<file path="config.mk">
export PLATFORM = sky130hd
export DESIGN_NAME = sprite_line_scheduler
export DESIGN_NICKNAME = d
export VERILOG_FILES = /design/src/rtl/dino_pkg.sv /design/src/rtl/sprite_slot.sv /design/src/rtl/sprite_line_scheduler.sv
export SDC_FILE = /design/constraint.sdc
export NUM_CORES = 1
export LEC_CHECK = 0
export ABC_AREA = 1
export CAP_MARGIN = 20
export CORE_MARGIN = 2
export CORE_UTILIZATION = 56
export CTS_BUF_LIST = sky130_fd_sc_hd__clkbuf_4
export CTS_CLUSTER_SIZE = 10
export DETAILED_ROUTE_END_ITERATION = 7
export PLACE_DENSITY = 0.88
export SETUP_SLACK_MARGIN = 0.05
export SLEW_MARGIN = 20
export SYNTH_ARGS = -nofsm -noshare
export SYNTH_HDL_FRONTEND = slang
export SYNTH_SLANG_ARGS = --single-unit
</file>
<file path="constraint.sdc">
create_clock -name vga_clk -period 4.5 [get_ports vga_clk]
set_input_delay 1.125 -clock vga_clk [delete_from_list [all_inputs] [get_ports vga_clk]]
set_output_delay 1.125 -clock vga_clk [all_outputs]
set_load 0.02 [all_outputs]
</file>
<file path="src/rtl/dino_pkg.sv">
// Shared constants for the dinosaur game sprite path: sprite geometry,
// screen size and the sprite-image ids stored in the sprite ROM.
package dino_pkg;
  localparam int SPR_W = 16;
  localparam int SPR_H = 16;
  localparam int ID_W  = 3;
  localparam int ROW_W = 9;
  localparam int COL_W = 10;
  localparam int SCR_W = 640;
  localparam int SCR_H = 480;

  typedef enum logic [ID_W-1:0] {
    DINO_RUN0 = 3'd0,
    DINO_RUN1 = 3'd1,
    DINO_JUMP = 3'd2,
    CACTUS_S  = 3'd3,
    CACTUS_L  = 3'd4,
    BIRD      = 3'd5
  } spr_id_e;
endpackage

</file>
<file path="src/rtl/sprite_slot.sv">
// One sprite slot: holds the bitmap row and x position snapshotted for the
// current line and reports whether the current column lands on a set pixel.
module sprite_slot
  import dino_pkg::*;
#(
  parameter int SPR_W = dino_pkg::SPR_W
) (
  input  logic             vga_clk,
  input  logic             clrn,
  input  logic             i_load,
  input  logic             i_hit,
  input  logic [SPR_W-1:0] i_rom_data,
  input  logic [COL_W-1:0] i_x,
  input  logic [COL_W-1:0] i_col,
  output logic             o_px
);
  localparam int LW = $clog2(SPR_W);

  logic [SPR_W-1:0] r_mask;
  logic [COL_W-1:0] r_x;
  logic [COL_W:0]   w_col_ext;
  logic [COL_W:0]   w_x_ext;
  logic [LW-1:0]    w_dx;
  logic [LW-1:0]    w_idx;
  logic             w_in;

  always_ff @(posedge vga_clk or negedge clrn) begin
    if (!clrn) begin
      r_mask <= '0;
      r_x    <= '0;
    end else if (i_load) begin
      r_mask <= i_hit ? i_rom_data : '0;
      r_x    <= i_x;
    end
  end

  // Compare one bit wider than the column so a sprite near the right edge clips instead of wrapping.
  assign w_col_ext = {1'b0, i_col};
  assign w_x_ext   = {1'b0, r_x};
  assign w_in      = (w_col_ext >= w_x_ext) && (w_col_ext < w_x_ext + (COL_W+1)'(SPR_W));
  assign w_dx      = i_col[LW-1:0] - r_x[LW-1:0];
  assign w_idx     = LW'(SPR_W-1) - w_dx;
  assign o_px      = w_in && r_mask[w_idx];
endmodule

</file>
<file path="src/rtl/sprite_line_scheduler.sv">
// Per-scanline sprite fetch scheduler: on each hsync fall it reads one ROM row
// per slot into the slot buffers, then ORs the slots into px_sprite and flags collisions.
module sprite_line_scheduler
  import dino_pkg::*;
#(
  parameter int NUM_SPR = 4,
  parameter int SPR_W   = dino_pkg::SPR_W,
  parameter int SPR_H   = dino_pkg::SPR_H,
  parameter int ID_W    = dino_pkg::ID_W,
  localparam int LH     = $clog2(SPR_H)
) (
  input  logic                    vga_clk,
  input  logic                    clrn,
  input  logic                    hs,
  input  logic                    rdn,
  input  logic [ROW_W-1:0]        row_addr,
  input  logic [COL_W-1:0]        col_addr,
  input  logic [NUM_SPR-1:0]      spr_en,
  input  logic [NUM_SPR*COL_W-1:0] spr_x,
  input  logic [NUM_SPR*ROW_W-1:0] spr_y,
  input  logic [NUM_SPR*ID_W-1:0] spr_id,
  output logic                    rom_en,
  output logic [ID_W+LH-1:0]      rom_addr,
  input  logic [SPR_W-1:0]        rom_data,
  input  logic                    clr_hit,
  output logic                    px_sprite,
  output logic                    collide,
  output logic                    busy
);
  localparam int KW = (NUM_SPR > 1) ? $clog2(NUM_SPR) : 1;
  localparam logic [KW-1:0] LAST = KW'(NUM_SPR - 1);

  localparam logic [1:0] IDLE  = 2'd0;
  localparam logic [1:0] FETCH = 2'd1;
  localparam logic [1:0] DRAIN = 2'd2;

  logic               r_hs_d;
  logic [1:0]         r_state;
  logic [KW-1:0]      r_k;
  logic [ROW_W-1:0]   r_tgt_row;
  logic               r_rom_en;
  logic [ID_W+LH-1:0] r_rom_addr;
  logic               r_busy;
  logic               r_iss_vld;
  logic [KW-1:0]      r_iss_slot;
  logic               r_cap_vld;
  logic [KW-1:0]      r_cap_slot;
  logic               r_cap_hit;
  logic               r_collide;

  logic               w_trig;
  logic [1:0]         w_nxt_state;
  logic [KW-1:0]      w_nxt_k;
  logic               w_iss_vld;
  logic [KW-1:0]      w_iss_slot;
  logic [ROW_W-1:0]   w_iss_row;
  logic [ROW_W:0]     w_row_ext;
  logic [ROW_W:0]     w_top_ext;
  logic               w_iss_hit;
  logic [LH-1:0]      w_line;
  logic [NUM_SPR-1:0] w_p;
  logic               w_set;

  logic [COL_W-1:0]   w_x  [NUM_SPR];
  logic [ROW_W-1:0]   w_y  [NUM_SPR];
  logic [ID_W-1:0]    w_id [NUM_SPR];

  assign w_trig = r_hs_d && !hs;

  // The registered issue for slot k must be on the ROM port while the FSM sits at k,
  // so each cycle issues the slot the FSM moves to next (slot 0 straight off the trigger).
  always_comb begin
    w_nxt_state = r_state;
    w_nxt_k     = r_k;
    w_iss_vld   = 1'b0;
    w_iss_slot  = '0;
    w_iss_row   = r_tgt_row;
    if (w_trig) begin
      w_nxt_state = FETCH;
      w_nxt_k     = '0;
      w_iss_vld   = 1'b1;
      w_iss_slot  = '0;
      w_iss_row   = row_addr;
    end else begin
      case (r_state)
        IDLE: begin
          w_nxt_state = IDLE;
        end
        FETCH: begin
          if (r_k == LAST) begin
            w_nxt_state = DRAIN;
          end else begin
            w_nxt_k    = KW'(r_k + 1'b1);
            w_iss_vld  = 1'b1;
            w_iss_slot = KW'(r_k + 1'b1);
          end
        end
        DRAIN: begin
          w_nxt_state = IDLE;
        end
        default: begin
          w_nxt_state = IDLE;
        end
      endcase
    end
  end

  assign w_row_ext = {1'b0, w_iss_row};
  assign w_top_ext = {1'b0, w_y[w_iss_slot]};
  assign w_iss_hit = w_iss_vld && spr_en[w_iss_slot]
                     && (w_iss_row < ROW_W'(SCR_H))
                     && (w_row_ext >= w_top_ext)
                     && (w_row_ext < w_top_ext + (ROW_W+1)'(SPR_H));
  assign w_line    = w_iss_row[LH-1:0] - w_y[w_iss_slot][LH-1:0];

  always_ff @(posedge vga_clk or negedge clrn) begin
    if (!clrn) begin
      r_hs_d     <= 1'b1;
      r_state    <= IDLE;
      r_k        <= '0;
      r_tgt_row  <= '0;
      r_busy     <= 1'b0;
      r_rom_en   <= 1'b0;
      r_rom_addr <= '0;
      r_iss_vld  <= 1'b0;
      r_iss_slot <= '0;
      r_cap_vld  <= 1'b0;
      r_cap_slot <= '0;
      r_cap_hit  <= 1'b0;
    end else begin
      r_hs_d     <= hs;
      r_state    <= w_nxt_state;
      r_k        <= w_nxt_k;
      r_busy     <= (w_nxt_state != IDLE);
      r_tgt_row  <= w_trig ? row_addr : r_tgt_row;
      r_rom_en   <= w_iss_hit;
      r_rom_addr <= w_iss_hit ? {w_id[w_iss_slot], w_line} : '0;
      r_iss_vld  <= w_iss_vld;
      r_iss_slot <= w_iss_slot;
      // ROM data arrives one cycle after the read, so the capture trails the issue by one stage.
      r_cap_vld  <= r_iss_vld;
      r_cap_slot <= r_iss_slot;
      r_cap_hit  <= r_rom_en;
    end
  end

  for (genvar g = 0; g < NUM_SPR; g++) begin : g_slot
    assign w_x[g]  = spr_x[COL_W*g +: COL_W];
    assign w_y[g]  = spr_y[ROW_W*g +: ROW_W];
    assign w_id[g] = spr_id[ID_W*g +: ID_W];

    sprite_slot #(
      .SPR_W(SPR_W)
    ) u_slot (
      .vga_clk   (vga_clk),
      .clrn      (clrn),
      .i_load    (r_cap_vld && (r_cap_slot == KW'(g))),
      .i_hit     (r_cap_hit),
      .i_rom_data(rom_data),
      .i_x       (w_x[g]),
      .i_col     (col_addr),
      .o_px      (w_p[g])
    );
  end

  // Slot 0 is the dinosaur; any other slot on the same pixel is an overlap.
  assign w_set = !rdn && w_p[0] && (|w_p[NUM_SPR-1:1]);

  always_ff @(posedge vga_clk or negedge clrn) begin
    if (!clrn) begin
      r_collide <= 1'b0;
    end else if (w_set) begin
      r_collide <= 1'b1;
    end else if (clr_hit) begin
      r_collide <= 1'b0;
    end
  end

  assign px_sprite = !rdn && (|w_p);
  assign rom_en    = r_rom_en;
  assign rom_addr  = r_rom_addr;
  assign busy      = r_busy;
  assign collide   = r_collide;
endmodule

</file>
# Yosys cells after proc, flatten, opt, wreduce, memory -nomap -nowiden
# Index checks and enable logic that the tools add are counted.
# totals
output_inout_bits	11
in_bits	132
regBits	135
# op_classes
n_eq_ne	6
n_bitwise	1
order_cmp	17
reduce_logical	29
muxes	33
add_sub_neg	15
# op_table
op	count
10-bit by 5-bit adder with 11-bit output, second input constant	4
10-bit by 11-bit less-than comparator with 1-bit output	4
10-bit greater-or-equal comparator	4
9-bit 2-to-1 mux	3
1-bit logical AND	20
4-bit by 5-bit less-than comparator with 1-bit output, second input constant	4
4-bit subtractor	5
9-bit binary-select mux with 2-bit select	1
2-bit 2-to-1 mux	9
1-bit binary-select mux with 4-bit select	4
16-bit 2-to-1 mux	1
4-bit subtractor, first input constant	4
9-bit by 5-bit adder with 10-bit output, second input constant	1
9-bit by 10-bit less-than comparator with 1-bit output	1
1-bit 2-to-1 mux	10
9-bit greater-or-equal comparator	1
9-bit less-than comparator, second input constant	1
7-bit 2-to-1 mux	1
3-bit binary-select mux with 2-bit select	1
2-bit == test, second input constant	3
3-bit 2-to-1 mux	2
2-bit nonzero test	3
2-bit by 1-bit == test with 1-bit output, second input constant	2
4-bit OR reduction	1
other kinds (10)	11

# Depth between registers and ports, before layout
# logic_depth
ltp_word	12
ltp_mapped	24
ltp_nobuf	23

# Hierarchy
# A second synthesis with hierarchy kept.
# unflattened
hier_cells	1221
hier_area_um2	9273.9
# modules_own_cells
module	n_inst	cells_each	area_each_um2
sprite_slot (g_slot[0].u_slot ...)	3	238	1774.2
sprite_line_scheduler	1	272	2193.4
sprite_slot (g_slot[1].u_slot)	1	235	1757.9

# Least setup slack after synthesis
# Ideal clock, no wire load.
# synth_path
kind	in2out
from	in col_addr[0]
to	out px_sprite
cell_stages	14
arrival_ps	2839
required_time_ps	3375
path_slack_ps	536
cell_sequence	inv_1 > ha_1 > fa_1 > inv_1 > a21oi_1 > o21ai_0 > nand3_1 > nand2_1 > o21ai_0 > nor2_1 > nand2_1 > nand3_1 > nand2_1 > nand2_1
# synth_between
elab_chain_cells	7
elab_cells_between_ends	34
# synth_rtl
item	line_no	text
start, declared	sprite_line_scheduler.sv:17	input logic [COL_W-1:0] col_addr,
4-bit subtractor	sprite_slot.sv:41	assign w_dx = i_col[LW-1:0] - r_x[LW-1:0];
4-bit subtractor	sprite_slot.sv:42	assign w_idx = LW'(SPR_W-1) - w_dx;
1-bit binary-select mux with 4-bit select	sprite_slot.sv:43	assign o_px = w_in && r_mask[w_idx];
1-bit 2-to-1 mux (not written as such)	sprite_slot.sv:43	
1-bit logical AND	sprite_slot.sv:43	
4-bit OR reduction (*)	sprite_line_scheduler.sv:179	assign px_sprite = !rdn && (|w_p);
1-bit logical AND (*)	sprite_line_scheduler.sv:179	
end, declared	sprite_line_scheduler.sv:26	output logic px_sprite,
# Every way passes the cells marked *; elsewhere a longest branch is shown, timed or not. The select of a mux whose other input is x is not followed.

# Worst setup path in the final report
# layout_path
from	in col_addr[5]
to	out px_sprite
# layout_between
elab_chain_cells	5
elab_cells_between_ends	18
# layout_rtl
item	line_no	text
10-bit by 11-bit less-than comparator with 1-bit output or 10-bit greater-or-equal comparator (tied branches)	sprite_slot.sv:40	assign w_in = (w_col_ext >= w_x_ext) && (w_col_ext < w_x_ext + (COL_W+1)'(SPR_W));
1-bit logical AND	sprite_slot.sv:40	
1-bit logical AND	sprite_slot.sv:43	
4-bit OR reduction (*)	sprite_line_scheduler.sv:179	
1-bit logical AND (*)	sprite_line_scheduler.sv:179	
# Every way passes the cells marked *; elsewhere a longest branch is shown, timed or not.

==> results.toml <==
[timing]
tightest_slew_ps = 917
finalHoldViolCount = 0
fin_ws_ps = 154
maxSlewViolCount = 0
finalSetupViolations = 0
fmax_mhz = 230
holdWs_ps = 358
fin_skew_ps = 21.0
rsz0062_at_grt = "no"
period_needed_ps = 4350
slew_headroom_pct = 38.9
fin_crit_sh_pct = 96.6

[yosys]
yosys_warnings = 0
syn_inst = 1149
syn-num-nets = 1376
syn_area_per_cell_um2 = 7.69
ys_types = 43
ys_dominant_reg_cell = "dfrtp_1"
syn-cell-area_mm2 = 0.00884
async_reset_ff_share_pct = 100
seq_area_frac_synth_pct = 38.2
synth_enable_flop_cells = 0
yosys_register_bits = 135

[floorplan]
ioPinCount = 143
rows = 45
die_x_um = 130
core_mm2 = 0.0153
die_y_um = 130
dieArea_mm2 = 0.0168
initial_core_util_pct = 57.7

[global_routing]
antenna_found_initial = 0
met3_usage_pct = 6.36
grt_pass1_wl_um = 37300
grt_max_degree = 98
grt_most_used_layer = "met2"
groute.layer.met2.usage_pct = 49.6
gr-total-overflow = 0
grtUsageTotal_pct = 28.2
grt_pass1_vias = 8236
use_met1_pct = 32.8

[setup_path]
crit_path_start_kind = "input pin"
criticalPathCategory = "input pin to output pin"
critPathArrivalTime_ps = 3220
worstPathRequired_ps = 3380
crit_path_end_kind = "output pin"
crit_fanout = 6

[finish]
area_growth_pct = 27.2
drive_gt1_share_pct = 11.8
multiInputGateArea_mm2 = 0.00493
insertedDiodeCount = 0
final_cell_area_mm2 = 0.0112
ff_latch_area_mm2 = 0.00338
n_fill_cell = 1144
nets = 1561

[power]
p_sw_uw = 3450
total_power_uw = 7260
p_clk_share_pct = 10.3
p_leak_uw = 0.00550
peakVddDrop_mv = 0.359
comb_power_share_pct = 63.1
p_sw_share_pct = 47.5
power_density_mw_per_mm2 = 645
p_int_uw = 3810
power.share.sequential_pct = 26.6

[place]
post-dp-hpwl_um = 17500
port_buffers = 142
finalWeightedCongestion = 0.916
postPlaceCellArea_mm2 = 0.0108
dp_slack_ps = -777

[routing]
drc = 0
wl_per_cell_um = 15.1
first_pass_iters = 5
vias = 8451
final_antenna_net_count = 0
first_iter_violations = 660
routed_wl_um = 23500
via_per_inst = 5.43

[clock_tree]
cts_buffer_depth = 2
cts_hold_buffers = 0
cts_tree = "done"
cts_buffers = 17
clkLatencyLatePin_ps = 580
cts_max_level = 4
clock-sinks = 135
clk_pin_slew_ps = 130
cts.root.buffer_cell = "clkbuf_4"

[run]
cap_violations = 0

[status]
outcome = "complete, no violations"

[hold_path]
min-delay-path-class = "register to register"
[Yosys cell counts (5+ instances only)]
master    count  area share (%)
inv_1       139             5.9
clkbuf_1     24             1.0
dfrtp_1     134              38
ha_1         90              13
buf_2         8            0.45
nor2_2        8            0.57
xor2_1       13             1.3
nand3_1      66             3.7
nor2_1       49             2.1
nand2_1     313              13
fa_1          5             1.1
a32o_1        5            0.57
xnor2_1       9            0.89
a21oi_1      70             4.0
o21ai_0     138             7.8
nand4_1      18             1.3
nor3_1       12            0.68
[worst max-delay path: stages]
cell and delay (ps):
clkdlybuf4s50_1 460, buf_4 200, ha_1 340, a21oi_1 170, o21ai_0 110, nand2_1 80
nand2_1 60, nor3_2 150, nor2_1 70, nand2_1 70, nand3_2 90, nand2_1 90
nand2_2 60, buf_6 130
[state kept, by name (all words and copies together) (netlist names)]
| signal | count |
|---|---|
| r_tgt_row | 9 |
| r_iss_slot | 2 |
| r_iss_vld | 1 |
| rom_en | 1 |
| busy | 1 |
| collide | 1 |
| r_cap_hit | 1 |
| g_slot.u_slot.r_mask | 64 |
| r_state | 2 |
| rom_addr | 7 |
| r_cap_vld | 1 |
| g_slot.u_slot.r_x | 40 |
| r_cap_slot | 2 |
| r_k | 2 |
| r_hs_d | 1 |
[worst paths after layout]
path	slack, ps	startpoint	end	cells after the start
min in group asynchronous	570	clrn	g_slot[2].u_slot.r_x[7]	1
min	360	r_iss_vld	r_cap_vld	0
min reg2reg	360	r_iss_vld	r_cap_vld	0
max reg2reg	1190	r_k[0]	rom_addr[0]	23
max	150	col_addr[5]	px_sprite	14
max in group asynchronous	2990	clrn	g_slot[0].u_slot.r_mask[12]	2
[timing repair]
item | in CTS | in global routing
setup buffers | 2 | 3
resized for setup | 26 | 39
pin swaps | 5 | 12
endpoints found under the setup margin | 1 | 1
[layer usage]
| layer | vias up | share of wire, % |
|---|---|---|
| li1 | 4129 | - |
| met1 | 3911 | 39 |
| met2 | 345 | 50 |
| met3 | 66 | 6.6 |
| met4 | 0 | 3.8 |
| met5 | - | 0 |
[cell families after synthesis]
| group | after synthesis | synth area share (%) |
|---|---|---|
| DFF | 135 | 38.2 |
| and+or+nand+nor | 494 | 24.5 |
| muxes | 1 | 0.127 |
| AOI/OAI and AO/OA | 223 | 13.2 |
| buffers and inverters | 179 | 7.87 |
| xor gates and xnor gates | 22 | 2.18 |
| adders and majority gates | 95 | 13.9 |
[stage by stage]
stage	setup TNS, ps	utilization (%)	std cells
floorplan	0	-	1149
global placement	-688	70.4	1521
detailed placement	-777	70.4	1521
CTS	0	72.5	1554
global route	0	73.4	1557
finish	0	73.4	1557
[power groups by stage]
stage | Clock (uW) | Combinational (uW) | Sequential (uW)
floorplan | 0 | 3020 | 1900
global placement | 0 | 4020 | 1920
detailed placement | 0 | 4240 | 1930
CTS | 768 | 4330 | 1910
global route | 812 | 5150 | 1980
finish | 751 | 4580 | 1930
[area by class of cell]
cell class | count | share of cell area (%)
flip-flops and latches | 135 | 30.1
clock inverters | 12 | 0.957
repair buffers | 200 | 16.6
well taps | 211 | 2.35
inverters | 145 | 4.94
multi-input cells | 835 | 43.8
clock buffers | 19 | 1.27
[cells in the final DEF (no fill, tap or decap), drive strengths merged, types with 8 or more instances in the layout]
cell           netlist  layout
nand2              319     319
inv                144     143
o21ai              139     139
clkdlybuf4s50        0     136
dfrtp              134     134
ha                  90      90
nand3               72      72
a21oi               70      70
buf                 10      62
nor2                60      60
clkbuf              24      19
nand4               18      18
nor3                14      14
xor2                13      13
xnor2                9       9
clkinv               1       8
No activity file was read; power rests on OpenSTA's default activity.
